### config.mk
export PLATFORM = sky130hd
export DESIGN_NAME = shreg_univ
export DESIGN_NICKNAME = d
export VERILOG_FILES = /design/src/rtl/shreg_univ.sv
export SDC_FILE = /design/constraint.sdc
export NUM_CORES = 1
export LEC_CHECK = 0
export ABC_AREA = 1
export BUFFER_PORTS_ARGS = -buffer_cell sky130_fd_sc_hd__buf_2
export CAP_MARGIN = 20
export CORE_AREA = 2 2 39 41
export CTS_CLUSTER_SIZE = 24
export DETAILED_ROUTE_END_ITERATION = 16
export DIE_AREA = 0 0 41 43
export PLACE_DENSITY = 0.77
export SLEW_MARGIN = 20
export SYNTH_ARGS = -nofsm -noshare
export SYNTH_HDL_FRONTEND = slang
export SYNTH_SLANG_ARGS = --single-unit
### constraint.sdc
create_clock -name clk -period 2 [get_ports clk]
set_input_delay 0.6 -clock clk [delete_from_list [all_inputs] [get_ports clk]]
set_output_delay 0.6 -clock clk [all_outputs]
set_load 0.1 [all_outputs]
### src/rtl/shreg_univ.sv
// shreg_univ: universal shift register (hold/up/down/load) with saturating shift counter.
// Ports: clk (falling edge), r (async low reset), en, mode, du, dd, P -> Q, so_up, so_dn, cnt, done.
// Optional macro SHREG_ROTATE_EN adds input rot: rotate instead of serial input on shifts.
module shreg_univ #(
  parameter  int WIDTH = 4,
  localparam int CW    = $clog2(WIDTH + 1)
) (
  input  logic             clk,
  input  logic             r,
  input  logic             en,
  input  logic [1:0]       mode,
  input  logic             du,
  input  logic             dd,
  input  logic [WIDTH-1:0] P,
`ifdef SHREG_ROTATE_EN
  input  logic             rot,
`endif
  output logic [WIDTH-1:0] Q,
  output logic             so_up,
  output logic             so_dn,
  output logic [CW-1:0]    cnt,
  output logic             done
);

  localparam logic [1:0] M_HOLD = 2'b00;
  localparam logic [1:0] M_UP   = 2'b01;
  localparam logic [1:0] M_DN   = 2'b10;
  localparam logic [1:0] M_LOAD = 2'b11;

  localparam logic [CW-1:0] CMAX = CW'(WIDTH);

  logic [WIDTH-1:0] q_nxt;
  logic [CW-1:0]    cnt_nxt;
  logic [CW-1:0]    cnt_inc;
  logic             in_up;
  logic             in_dn;

`ifdef SHREG_ROTATE_EN
  assign in_up = rot ? Q[WIDTH-1] : du;
  assign in_dn = rot ? Q[0] : dd;
`else
  assign in_up = du;
  assign in_dn = dd;
`endif

  // Counter saturates so done stays high through extra shifts.
  assign cnt_inc = (cnt == CMAX) ? cnt : cnt + 1'b1;

  always_comb begin
    q_nxt   = Q;
    cnt_nxt = cnt;
    if (en) begin
      unique case (mode)
        M_HOLD: begin
          q_nxt   = Q;
          cnt_nxt = cnt;
        end
        M_UP: begin
          q_nxt   = {Q[WIDTH-2:0], in_up};
          cnt_nxt = cnt_inc;
        end
        M_DN: begin
          q_nxt   = {in_dn, Q[WIDTH-1:1]};
          cnt_nxt = cnt_inc;
        end
        M_LOAD: begin
          q_nxt   = P;
          cnt_nxt = '0;
        end
        default: begin
          q_nxt   = Q;
          cnt_nxt = cnt;
        end
      endcase
    end
  end

  always_ff @(negedge clk or negedge r) begin
    if (!r) begin
      Q   <= '0;
      cnt <= '0;
    end else begin
      Q   <= q_nxt;
      cnt <= cnt_nxt;
    end
  end

  assign so_up = Q[WIDTH-1];
  assign so_dn = Q[0];
  assign done  = (cnt == CMAX);

endmodule

# == Word-level counts from Yosys, hierarchy flattened ==
# Index checks and enable logic that the tools add are counted.
# totals
ff_bits,7
input_bits,11
elab_cells,16
# classes
n_addsub,1
eq_ne,5
mux,3
bitwise_logic,1
n_reduce_logical,4
# ops
cell,count
case mux 4 bit (3 select lines),1
case mux 3 bit (2 select lines),1
"equality test 2 bit, second input constant",2
"adder 3 x 1 -> 3 bit, second input constant",1
"equality test 3 bit, second input constant",1
2-to-1 mux 3 bit,1
AND reduction 3 bit,1
"equality test 2 x 1 -> 1 bit, second input constant",1
zero test 2 bit,1
"!= test 2 bit, second input constant",1
AND reduction 2 bit,1
OR reduction 2 bit,1
NOT 1 bit,1

# == Logic depth before layout (Yosys ltp) ==
# Gate-level depths: netlist of run 1.
# logic_depth
ltp_word,4
depth_mapped,8
depth_no_buf,8

==> summary.txt, run 1 <==
Critical path
  • Worst EP required: 1400 ps
  • Max Fanout on Critical Path: 2
  • Startpoint types: flop
  • Crit end category: primary output
  • Setup CP Type: flop to primary output
  • Cells on worst reg2reg path: 9
  • Worst EP arrival: 2160 ps

Floorplanning
  • CORE AREA: 1380 um2
  • Die height: ~43 um
  • Row cnt: 14
  • Initial Util: 0.385
  • Top-Level Pins: 21
  • Die area: 1760 um2
  • Die X: slightly above 40 um

Detailed routing
  • DR vias: 581
  • Average wire per standard cell: 10.5 um
  • WL final: 1340 um
  • Drt drc: 0
  • Iteration-0 DRC Markers: 6
  • First-pass DRT Iterations: 4
  • ANT nets after route: 0
  • Vias/cell: roughly 4.5

Finish
  • Nets: 129
  • Area growth syn-to-layout: 99.5%
  • Cell area after layout: 1060 um2
  • Layout cells sized above 1: 0.545
  • Non-Filler Instances: approximately 130
  • N_diodes: 0
  • Fillers: between 90 and 100

STA
  • RSZ-0062 raised after global routing: true
  • Worst slew pin tran: 215 ps
  • Count of final setup violators: 17
  • Final worst slack: -764 ps
  • Final Max Tran Viols: 0
  • Final setup skew: 1.59 ps
  • Final hold viol count: 0
  • Slew headroom: 0.857

Clock tree
  • CTS tree: built
  • Root Driver: clkbuf_4
  • Total CTS buffers: 3
  • Worst-path clk slew: around 40 ps
  • Max Root-Sink Buffers: 2
  • CTS Sinks: 7
  • # H-tree levels: 1
  • Clock latency on the worst-skew pair: 260 ps

Hold path
  • Worst Hold Class: flop to flop
  • Hold depth: 3

Placed design
  • Place WS: -542 ps
  • DPL Wire Length: 1010 um
  • Gpl congestion: 0.737
  • Inst Count DP: 120
  • Buffers added on ports: 20
  • Placed cell area: 921 um2

Global route
  • Vias in the first global route: 557
  • Antenna violations before repair: 0
  • Total Routing Usage GR: 0.175
  • Global-route wire length before repair: between 2000 and 2500 um
  • Gr ovfl total: 0
  • Largest net degree at the start of global routing: 8

Synthesis
  • Mapped Cells: 76
  • Sequential share of the synthesized area: 0.329
  • #FFs+latches synth: 7
  • Mapped Nets: 92
  • Netlist cell types: 13
  • Synth Warn #: 0
  • Mapped Area: 533 um2
  • Syn Area/Cell: 7.01 um2

Run status
  • Status: finished, violations left
  • Violated checks: setup timing

Power
  • Leakage: 0.553 nW
  • Peak VDD IR: 1280 uV
  • Pwr/cell area: 1360 nW/um2

Flow run
  • Max-capacitance violation count: 0
-- path summary, 6_finish.rpt --
check | to | slack [ps] | startpoint
max in group asynchronous | Q[1]$_DFFE_NN0P_ | 750 | r
setup reg to reg | cnt[2]$_DFFE_NN0P_ | 610 | cnt[1]$_DFFE_NN0P_
hold / removal | cnt[0]$_DFFE_NN0P_ | 530 | cnt[0]$_DFFE_NN0P_
setup / recovery | done | -760 | cnt[0]$_DFFE_NN0P_
hold reg to reg | cnt[0]$_DFFE_NN0P_ | 530 | cnt[0]$_DFFE_NN0P_
min in group asynchronous | cnt[2]$_DFFE_NN0P_ | 1060 | r
-- report_power, final --
| part | switching, mW | leakage [nW] | internal [mW] | total [mW] |
|---|---|---|---|---|
| clock | 0.0520 | 0.0150 | 0.0761 | 0.128 |
| combinational | 0.647 | 0.449 | 0.445 | 1.09 |
| sequential | 0.0419 | 0.0894 | 0.187 | 0.228 |
| total | 0.741 | 0.553 | 0.708 | 1.45 |
-- synthesized netlist by cell type --
cell | number | area share
buf_4 | 2 | 0.028
dfrtn_1 | 7 | 0.33
ha_1 | 5 | 0.12
inv_1 | 14 | 0.099
nand2_1 | 39 | 0.27
nand2_2 | 1 | 0.012
nand2_4 | 1 | 0.021
nand3_1 | 1 | 0.0094
nand3_2 | 1 | 0.019
nor2_2 | 1 | 0.012
nor2_8 | 1 | 0.038
o21ai_1 | 1 | 0.0094
o21ai_2 | 2 | 0.033
-- worst max-delay path, stage by stage, from the launching register on --
cell	delay (ps)
dfrtn_1	430
inv_2	50
ha_2	180
nand2_2	60
inv_2	40
buf_12	150
-- kinds of logic (layout without fill, tap and decap cells) --
logic type               Yosys count  after routing  synth area share
AO/OA/AOI/OAI                      3              3            0.0423
adder cells (fa/ha/maj)            5              5             0.117
buffers and inverters             16             52             0.127
flip-flops                         7              7             0.329
AND/OR/NAND/NOR                   45             45             0.385
-- repair_timing --
action / in CTS / in global routing
setup buffers: 2 / 2
resized for setup: 19 / 6
hold buffers: 0 / 0
endpoints found under the hold margin: 0 / 0
setup endpoints to repair: 17 / 17
pin swaps: 14 / 5
-- per-layer routing --
| metal | track usage | up-vias | part of all wire |
|---|---|---|---|
| met5 | 0 | - | 0 |
| met4 | 0.0400 | 0 | 0.0090 |
| met3 | 0.0366 | 3 | 0.069 |
| met2 | 0.306 | 20 | 0.53 |
| met1 | 0.206 | 265 | 0.39 |
| li1 | - | 293 | - |
-- cell usage in the layout (no fill, tap or decap) --
cell      netlist  final
buf_12          0     12
buf_2           0      8
buf_4           2     11
buf_6           0      3
clkbuf_1        0      1
clkbuf_4        0      3
dfrtn_1         7      7
ha_1            5      1
ha_2            0      1
ha_4            0      3
inv_1          14      9
inv_12          0      1
inv_2           0      3
inv_8           0      1
nand2_1        39     32
nand2_2         1      8
nand2_8         0      1
nand3_1         1      1
nand3_4         0      1
nor2_4          0      1
nor2_8          1      1
o21ai_2         2      3
-- through the flow --
step                      hold WS [ps]  power [mW]  setup TNS [ps]  utilization
after global placement             501        1.18           -6330        0.665
final                              529        1.45           -6820        0.769
after global routing               540        1.51           -7310        0.769
after floorplan                    996       0.813           -9280            -
after CTS                          543        1.41           -6620        0.743
after detailed placement           545        1.19           -6620        0.665
-- cell type report --
| type | count | area, um2 | share of cell area |
|---|---|---|---|
| multi-input combinational | 53 | 373 | 0.351 |
| timing repair buffer | 34 | 397 | 0.373 |
| sequential | 7 | 175 | 0.165 |
| clock buffer | 4 | 26.3 | 0.0247 |
| inverter | 14 | 72.6 | 0.0682 |
| tap | 16 | 20.0 | 0.0188 |
-- sequential cells by signal (all words and copies together), names as in the netlist --
register,count
Q,4
cnt,3
No activity file was read; power rests on OpenSTA's default activity.
==> inputs of run 2 (changes only) <==
CELL_PAD_IN_SITES_DETAIL_PLACEMENT = 0   (was unset)
CELL_PAD_IN_SITES_GLOBAL_PLACEMENT = 2   (was unset)
CORE_AREA = unset   (was 2 2 39 41)
CORE_UTILIZATION = 25   (was unset)
DIE_AREA = unset   (was 0 0 41 43)
PLACE_DENSITY = 0.88   (was 0.77)
RECOVER_POWER = 50   (was unset)
==> run 2 against run 1 <==
Via count decreased by 4.1%; core utilization decreased by 23 points; worst setup slack improved by 8.1 ps; routed wire length decreased by 2.8%; critical endpoint unchanged; highest routed layer unchanged; the flow still finishes with violations (setup timing); die area increased by 32%.
==> summary.txt, run 2 (same netlist as run 1, synthesis figures left out) <==
Run status
  • Status: finished, violations left (unchanged)
  • Violated checks: setup timing (unchanged)

Finish
  • N_diodes: 0 (unchanged)
  • Largest registers in the final layout: Q: 4 flops, cnt: 3 flops (unchanged)
  • Nets: 127 (was 129)
  • Top reg by flops: Q (unchanged)
  • Commonest non-fill, non-tap cell in the layout: nand2_1 (unchanged)
  • Most frequent cells in the layout: nand2_1, buf_12, nand2_2, buf_4 (was nand2_1, buf_12, buf_4, inv_1)
  • Area growth syn-to-layout: 100% (was 99.5%)
  • Layout cells sized above 1: 0.573 (was 0.545)
  • Flip-flop count of the largest register, all copies and words added: 4 (unchanged)
  • Layout Utilization: 0.538 (was 0.769)

STA
  • Final setup skew: 1.76 ps (was 1.59 ps)
  • Worst slew pin tran: 405 ps (was 215 ps)
  • Final Max Tran Viols: 0 (unchanged)
  • Final worst slack: -756 ps (was -764 ps)
  • Count of final setup violators: 17 (unchanged)
  • RSZ-0062 raised after global routing: true (unchanged)
  • Slew headroom: 0.730 (was 0.857)
  • Final hold viol count: 0 (unchanged)

Detailed routing
  • ANT nets after route: 0 (unchanged)
  • Iteration-0 DRC Markers: 5 (was 6)
  • Average wire per standard cell: 9.50 um (was 10.5 um)
  • First-pass DRT Iterations: 2 (was 4)
  • Vias/cell: 4.07 (was 4.54)
  • DR vias: 557 (was 581)
  • Drt drc: 0 (unchanged)
  • WL final: 1300 um (was 1340 um)

Power
  • Total power: 1.44 mW (was 1.45 mW)
  • Leakage: 0.540 nW (was 0.553 nW)
  • Pwr/cell area: 1350 nW/um2 (was 1360 nW/um2)
  • Peak VDD IR: 1270 uV (was 1280 uV)

Floorplanning
  • Top-Level Pins: 21 (unchanged)
  • Die area: 2320 um2 (was 1760 um2)
  • Row cnt: 16 (was 14)
  • CORE AREA: 1980 um2 (was 1380 um2)
  • Die X: 48.2 um (was 41 um)
  • Die height: 48.2 um (was 43 um)
  • Initial Util: 0.269 (was 0.385)

Clock tree
  • CTS Hold Bufs: 0 (unchanged)
  • # H-tree levels: 1 (unchanged)
  • CTS Sinks: 7 (unchanged)
  • Max Root-Sink Buffers: 2 (unchanged)
  • Root Driver: clkbuf_4 (unchanged)
  • Worst-path clk slew: 40 ps (about the same)
  • CTS tree: built (unchanged)
  • Clock latency on the worst-skew pair: 260 ps (about the same)
  • Total CTS buffers: 3 (unchanged)

Critical path
  • Startpoint types: flop (unchanged)
  • Reg2Reg Launch Point: cnt[1]$_DFFE_NN0P_ (unchanged)
  • Max Fanout on Critical Path: 2 (unchanged)
  • Worst EP arrival: 2160 ps (about the same)
  • Reg2reg setup slack: 700 ps (was 610 ps)
  • Crit end category: primary output (unchanged)
  • Worst EP required: 1400 ps (about the same)
  • Setup CP Type: flop to primary output (unchanged)
  • Crit-path max cell delay: 430 ps (about the same)
  • Cells on worst reg2reg path: 8 (was 9)
  • Critical-path cell list: inv_2 > ha_4 > nand2_2 > inv_2 > buf_12 (was inv_2 > ha_2 > nand2_2 > inv_2 > buf_12)
  • R2R Path End: cnt[2]$_DFFE_NN0P_ (unchanged)
  • Critical-path top delay cell: dfrtn_1 (unchanged)
  • Most common cell on crit path: inv_2 (unchanged)

Hold path
  • Hold Path Sink: cnt[0]$_DFFE_NN0P_ (unchanged)
  • Hold path startpoint: cnt[0]$_DFFE_NN0P_ (unchanged)
  • Hold depth: 3 (unchanged)
  • Worst Hold Class: flop to flop (unchanged)

Global route
  • Antenna violations before repair: 0 (unchanged)
  • Total Routing Usage GR: 0.133 (was 0.175)
  • Global-route wire length before repair: 2070 um (was 2170 um)
  • Largest net degree at the start of global routing: 8 (unchanged)
  • Vias in the first global route: 493 (was 557)
  • Gr ovfl total: 0 (unchanged)

Placed design
  • Buffers added on ports: 20 (unchanged)
  • Gpl congestion: 0.727 (was 0.737)
  • DPL Wire Length: 1040 um (was 1010 um)

Flow run
  • Max-capacitance violation count: 0 (unchanged)
-- run 2: changes by cell type in the layout (fill, tap and decap cells not counted), moves of 2 or more --
cell     before  now
inv_1         9    7
inv_2         3    5
nand2_1      32   29
nand2_2       8   11
-- run 2: worst max-delay path by stage --
stage	depth (start not counted)	endpoint	slack [ps]	from
floorplan	4	done	-1430	cnt[0]$_DFFE_NN0P_
global placement	5	done	-550	cnt[0]$_DFFE_NN0P_
detailed placement	5	done	-560	cnt[0]$_DFFE_NN0P_
CTS	5	done	-790	cnt[1]$_DFFE_NN0P_
global route	5	done	-800	cnt[0]$_DFFE_NN0P_
finish	5	done	-760	cnt[1]$_DFFE_NN0P_
-- run 2: cell type report --
cell class,instances,area (um2)
clock buffer,4,26.3
tap,27,33.8
multi-input combinational,53,382
timing repair buffer,32,377
inverter,14,72.6
fill,198,916
sequential,7,175
-- run 2: worst max-delay path, delay by kind of cell (launching register included) --
| family | cells | cell delay (ps) |
|---|---|---|
| flops | 1 | 430 |
| simple gates | 1 | 50 |
| buf+inv | 3 | 250 |
| fa+ha+maj | 1 | 160 |
-- run 2: where the power goes --
group          switching, mW  total [mW]  internal (mW)
Combinational          0.642        1.08          0.435
Clock                 0.0518       0.128         0.0761
Sequential            0.0438       0.230          0.187
Total                  0.738        1.44          0.698
-- run 2: per-layer routing --
| layer | wire length [um] | up-vias | GRT usage | part of all wire |
|---|---|---|---|---|
| met2 | 710 | 15 | 0.240 | 0.55 |
| met5 | 0 | - | 0 | 0 |
| met3 | 56 | 4 | 0.0333 | 0.043 |
| met1 | 512 | 246 | 0.143 | 0.39 |
| li1 | - | 292 | - | - |
| met4 | 23 | 0 | 0.0667 | 0.018 |
-- run 2: stage by stage --
step | std cells | cell area, um2 | setup slack (ps) | hold WS, ps | TNS [ps]
2_1_floorplan | 76 | 616 | -1430 | 996 | -9280
3_3_place_gp | 131 | 935 | -550 | 522 | -6440
3_5_place_dp | 131 | 935 | -558 | 522 | -6620
4_1_cts | 138 | 1050 | -794 | 523 | -6710
5_1_grt | 137 | 1070 | -801 | 569 | -7310
6_report | 137 | 1070 | -756 | 534 | -6620
-- run 2: what timing repair did --
action	in CTS	in global routing
endpoints found under the setup margin	17	17
pin swaps	14	7
gates resized for setup	20	11
buffers inserted	3	1
==> inputs of run 3 (changes only) <==
MAX_ROUTING_LAYER = met4   (was unset)
==> run 3 against run 2 <==
The flow still finishes with violations (setup timing); global-route usage grew 0.42 points; sequential power is essentially flat; power is essentially flat; combinational power is essentially flat; die area is the same; worst setup slack is essentially flat; largest cell class unchanged; largest power group unchanged; highest routed layer unchanged.
==> summary.txt, run 3 (same netlist as run 1, synthesis figures left out) <==
Detailed routing
  • Vias/cell: 4.07 (unchanged)
  • Drt drc: 0 (unchanged)
  • WL final: 1300 um (unchanged)
  • ANT nets after route: 0 (unchanged)
  • First-pass DRT Iterations: 2 (unchanged)
  • Average wire per standard cell: 9.50 um (unchanged)
  • DR vias: 557 (unchanged)
  • Iteration-0 DRC Markers: 5 (unchanged)

Global route
  • Top Usage Layer GRT: met2 (unchanged)
  • Vias in the first global route: 493 (unchanged)
  • Global-route wire length before repair: 2060 um (was 2070 um)
  • Largest net degree at the start of global routing: 8 (unchanged)
  • Met1 global-route usage: 0.143 (unchanged)
  • Met3 GRT Util: 0.0333 (unchanged)
  • Gr ovfl total: 0 (unchanged)
  • Total Routing Usage GR: 0.137 (was 0.133)
  • GR Layer Usage met2: 0.240 (unchanged)
  • Antenna violations before repair: 0 (unchanged)

Finish
  • Commonest non-fill, non-tap cell in the layout: nand2_1 (unchanged)
  • N_diodes: 0 (unchanged)
  • Largest registers in the final layout: Q: 4 flops, cnt: 3 flops (unchanged)
  • Top reg by flops: Q (unchanged)
  • Cell area after layout: 1070 um2 (unchanged)
  • Area growth syn-to-layout: 100% (unchanged)
  • Nets: 127 (unchanged)
  • Flip-flop count of the largest register, all copies and words added: 4 (unchanged)
  • Layout cells sized above 1: 0.573 (unchanged)
  • Most frequent cells in the layout: nand2_1, buf_12, nand2_2, buf_4 (unchanged)

Power
  • Clock power frac: 0.089 (about the same)
  • Combinational Power Share: 0.751 (about the same)
  • Internal power component: 0.698 mW (about the same)
  • Sequential group share of total power: 0.160 (about the same)
  • Sw Share: 0.514 (about the same)
  • Pwr/cell area: 1350 nW/um2 (about the same)
  • Peak VDD IR: 1270 uV (about the same)
  • NetSw: 0.738 mW (about the same)
  • Leakage: 0.540 nW (unchanged)

Clock tree
  • Worst-path clk slew: 40 ps (about the same)
  • CTS Hold Bufs: 0 (unchanged)
  • Root Driver: clkbuf_4 (unchanged)
  • CTS tree: built (unchanged)
  • Clock latency on the worst-skew pair: 260 ps (about the same)
  • Total CTS buffers: 3 (unchanged)
  • # H-tree levels: 1 (unchanged)
  • Max Root-Sink Buffers: 2 (unchanged)
  • CTS Sinks: 7 (unchanged)

Floorplanning
  • Row cnt: 16 (unchanged)
  • CORE AREA: 1980 um2 (unchanged)
  • Die height: 48.2 um (unchanged)
  • Die area: 2320 um2 (unchanged)
  • Top-Level Pins: 21 (unchanged)
  • Die X: 48.2 um (unchanged)
  • Initial Util: 0.269 (unchanged)

STA
  • RSZ-0062 raised after global routing: true (unchanged)
  • Slew headroom: 0.730 (unchanged)
  • Final Max Tran Viols: 0 (unchanged)
  • Final hold viol count: 0 (unchanged)
  • Final worst slack: -756 ps (about the same)
  • Count of final setup violators: 17 (unchanged)
  • Final setup skew: 1.77 ps (was 1.76 ps)
  • Worst slew pin tran: 405 ps (unchanged)

Placed design
  • Place WS: -558 ps (unchanged)
  • Gpl congestion: 0.735 (was 0.727)
  • Buffers added on ports: 20 (unchanged)
  • Placed cell area: 935 um2 (unchanged)
  • DPL Wire Length: 1040 um (unchanged)

Critical path
  • Worst EP required: 1400 ps (about the same)
  • Setup CP Type: flop to primary output (unchanged)
  • Cells on worst reg2reg path: 8 (unchanged)
  • Worst EP arrival: 2160 ps (about the same)
  • Max Fanout on Critical Path: 2 (unchanged)
  • Startpoint types: flop (unchanged)
  • Crit end category: primary output (unchanged)

Run status
  • Status: finished, violations left (unchanged)
  • Violated checks: setup timing (unchanged)

Hold path
  • Worst Hold Class: flop to flop (unchanged)
  • Hold depth: 3 (unchanged)

Flow run
  • Max-capacitance violation count: 0 (unchanged)
-- run 3: path summary, 6_finish.rpt --
check                                   startpoint  slack (ps)                  to
worst max-delay path            cnt[1]$_DFFE_NN0P_        -760                done
worst min-delay path            cnt[0]$_DFFE_NN0P_         530  cnt[0]$_DFFE_NN0P_
worst max register to register  cnt[1]$_DFFE_NN0P_         700  cnt[2]$_DFFE_NN0P_
worst min register to register  cnt[0]$_DFFE_NN0P_         530  cnt[0]$_DFFE_NN0P_
max in group asynchronous                        r         560  cnt[1]$_DFFE_NN0P_
min in group asynchronous                        r        1130    Q[3]$_DFFE_NN0P_
-- run 3: critical path, cell delays in order, from the launching register on --
cell     delay, ps
dfrtn_1        430
inv_2           60
ha_4           160
nand2_2         50
inv_2           40
buf_12         150
-- run 3: area by class of cell --
cell class,count,area (um2)
clock buffers,4,26.3
fillers,198,916
inverters,14,72.6
multi-input cells,53,382
flip-flops and latches,7,175
well taps,27,33.8
repair buffers,32,377
-- run 3: metal layers --
metal,wire length [um],vias up
li1,-,292
met1,516,246
met2,710,15
met3,53,4
met4,23,0
met5,0,-
-- run 3: power by group through the flow --
stage / sequential, mW / clock [mW] / combinational, mW
floorplan: 0.536 / 0 / 0.278
global placement: 0.226 / 0 / 0.957
detailed placement: 0.226 / 0 / 0.970
CTS: 0.228 / 0.138 / 1.07
global route: 0.237 / 0.145 / 1.13
finish: 0.230 / 0.128 / 1.08
-- run 3: stage by stage --
step	util	setup TNS (ps)	std cells	power, mW	hold WS [ps]
after detailed placement	0.472	-6620	131	1.20	522
after CTS	0.531	-6710	138	1.44	523
after global routing	0.538	-7310	137	1.51	569
after floorplan	-	-9280	76	0.813	996
after global placement	0.472	-6440	131	1.18	522
final	0.538	-6620	137	1.44	534
-- run 3: what timing repair did --
action	in CTS	in global routing
pin swaps	14	7
gates resized for setup	20	11
setup endpoints to repair	17	17
buffers inserted	3	1
endpoints found under the hold margin	0	0
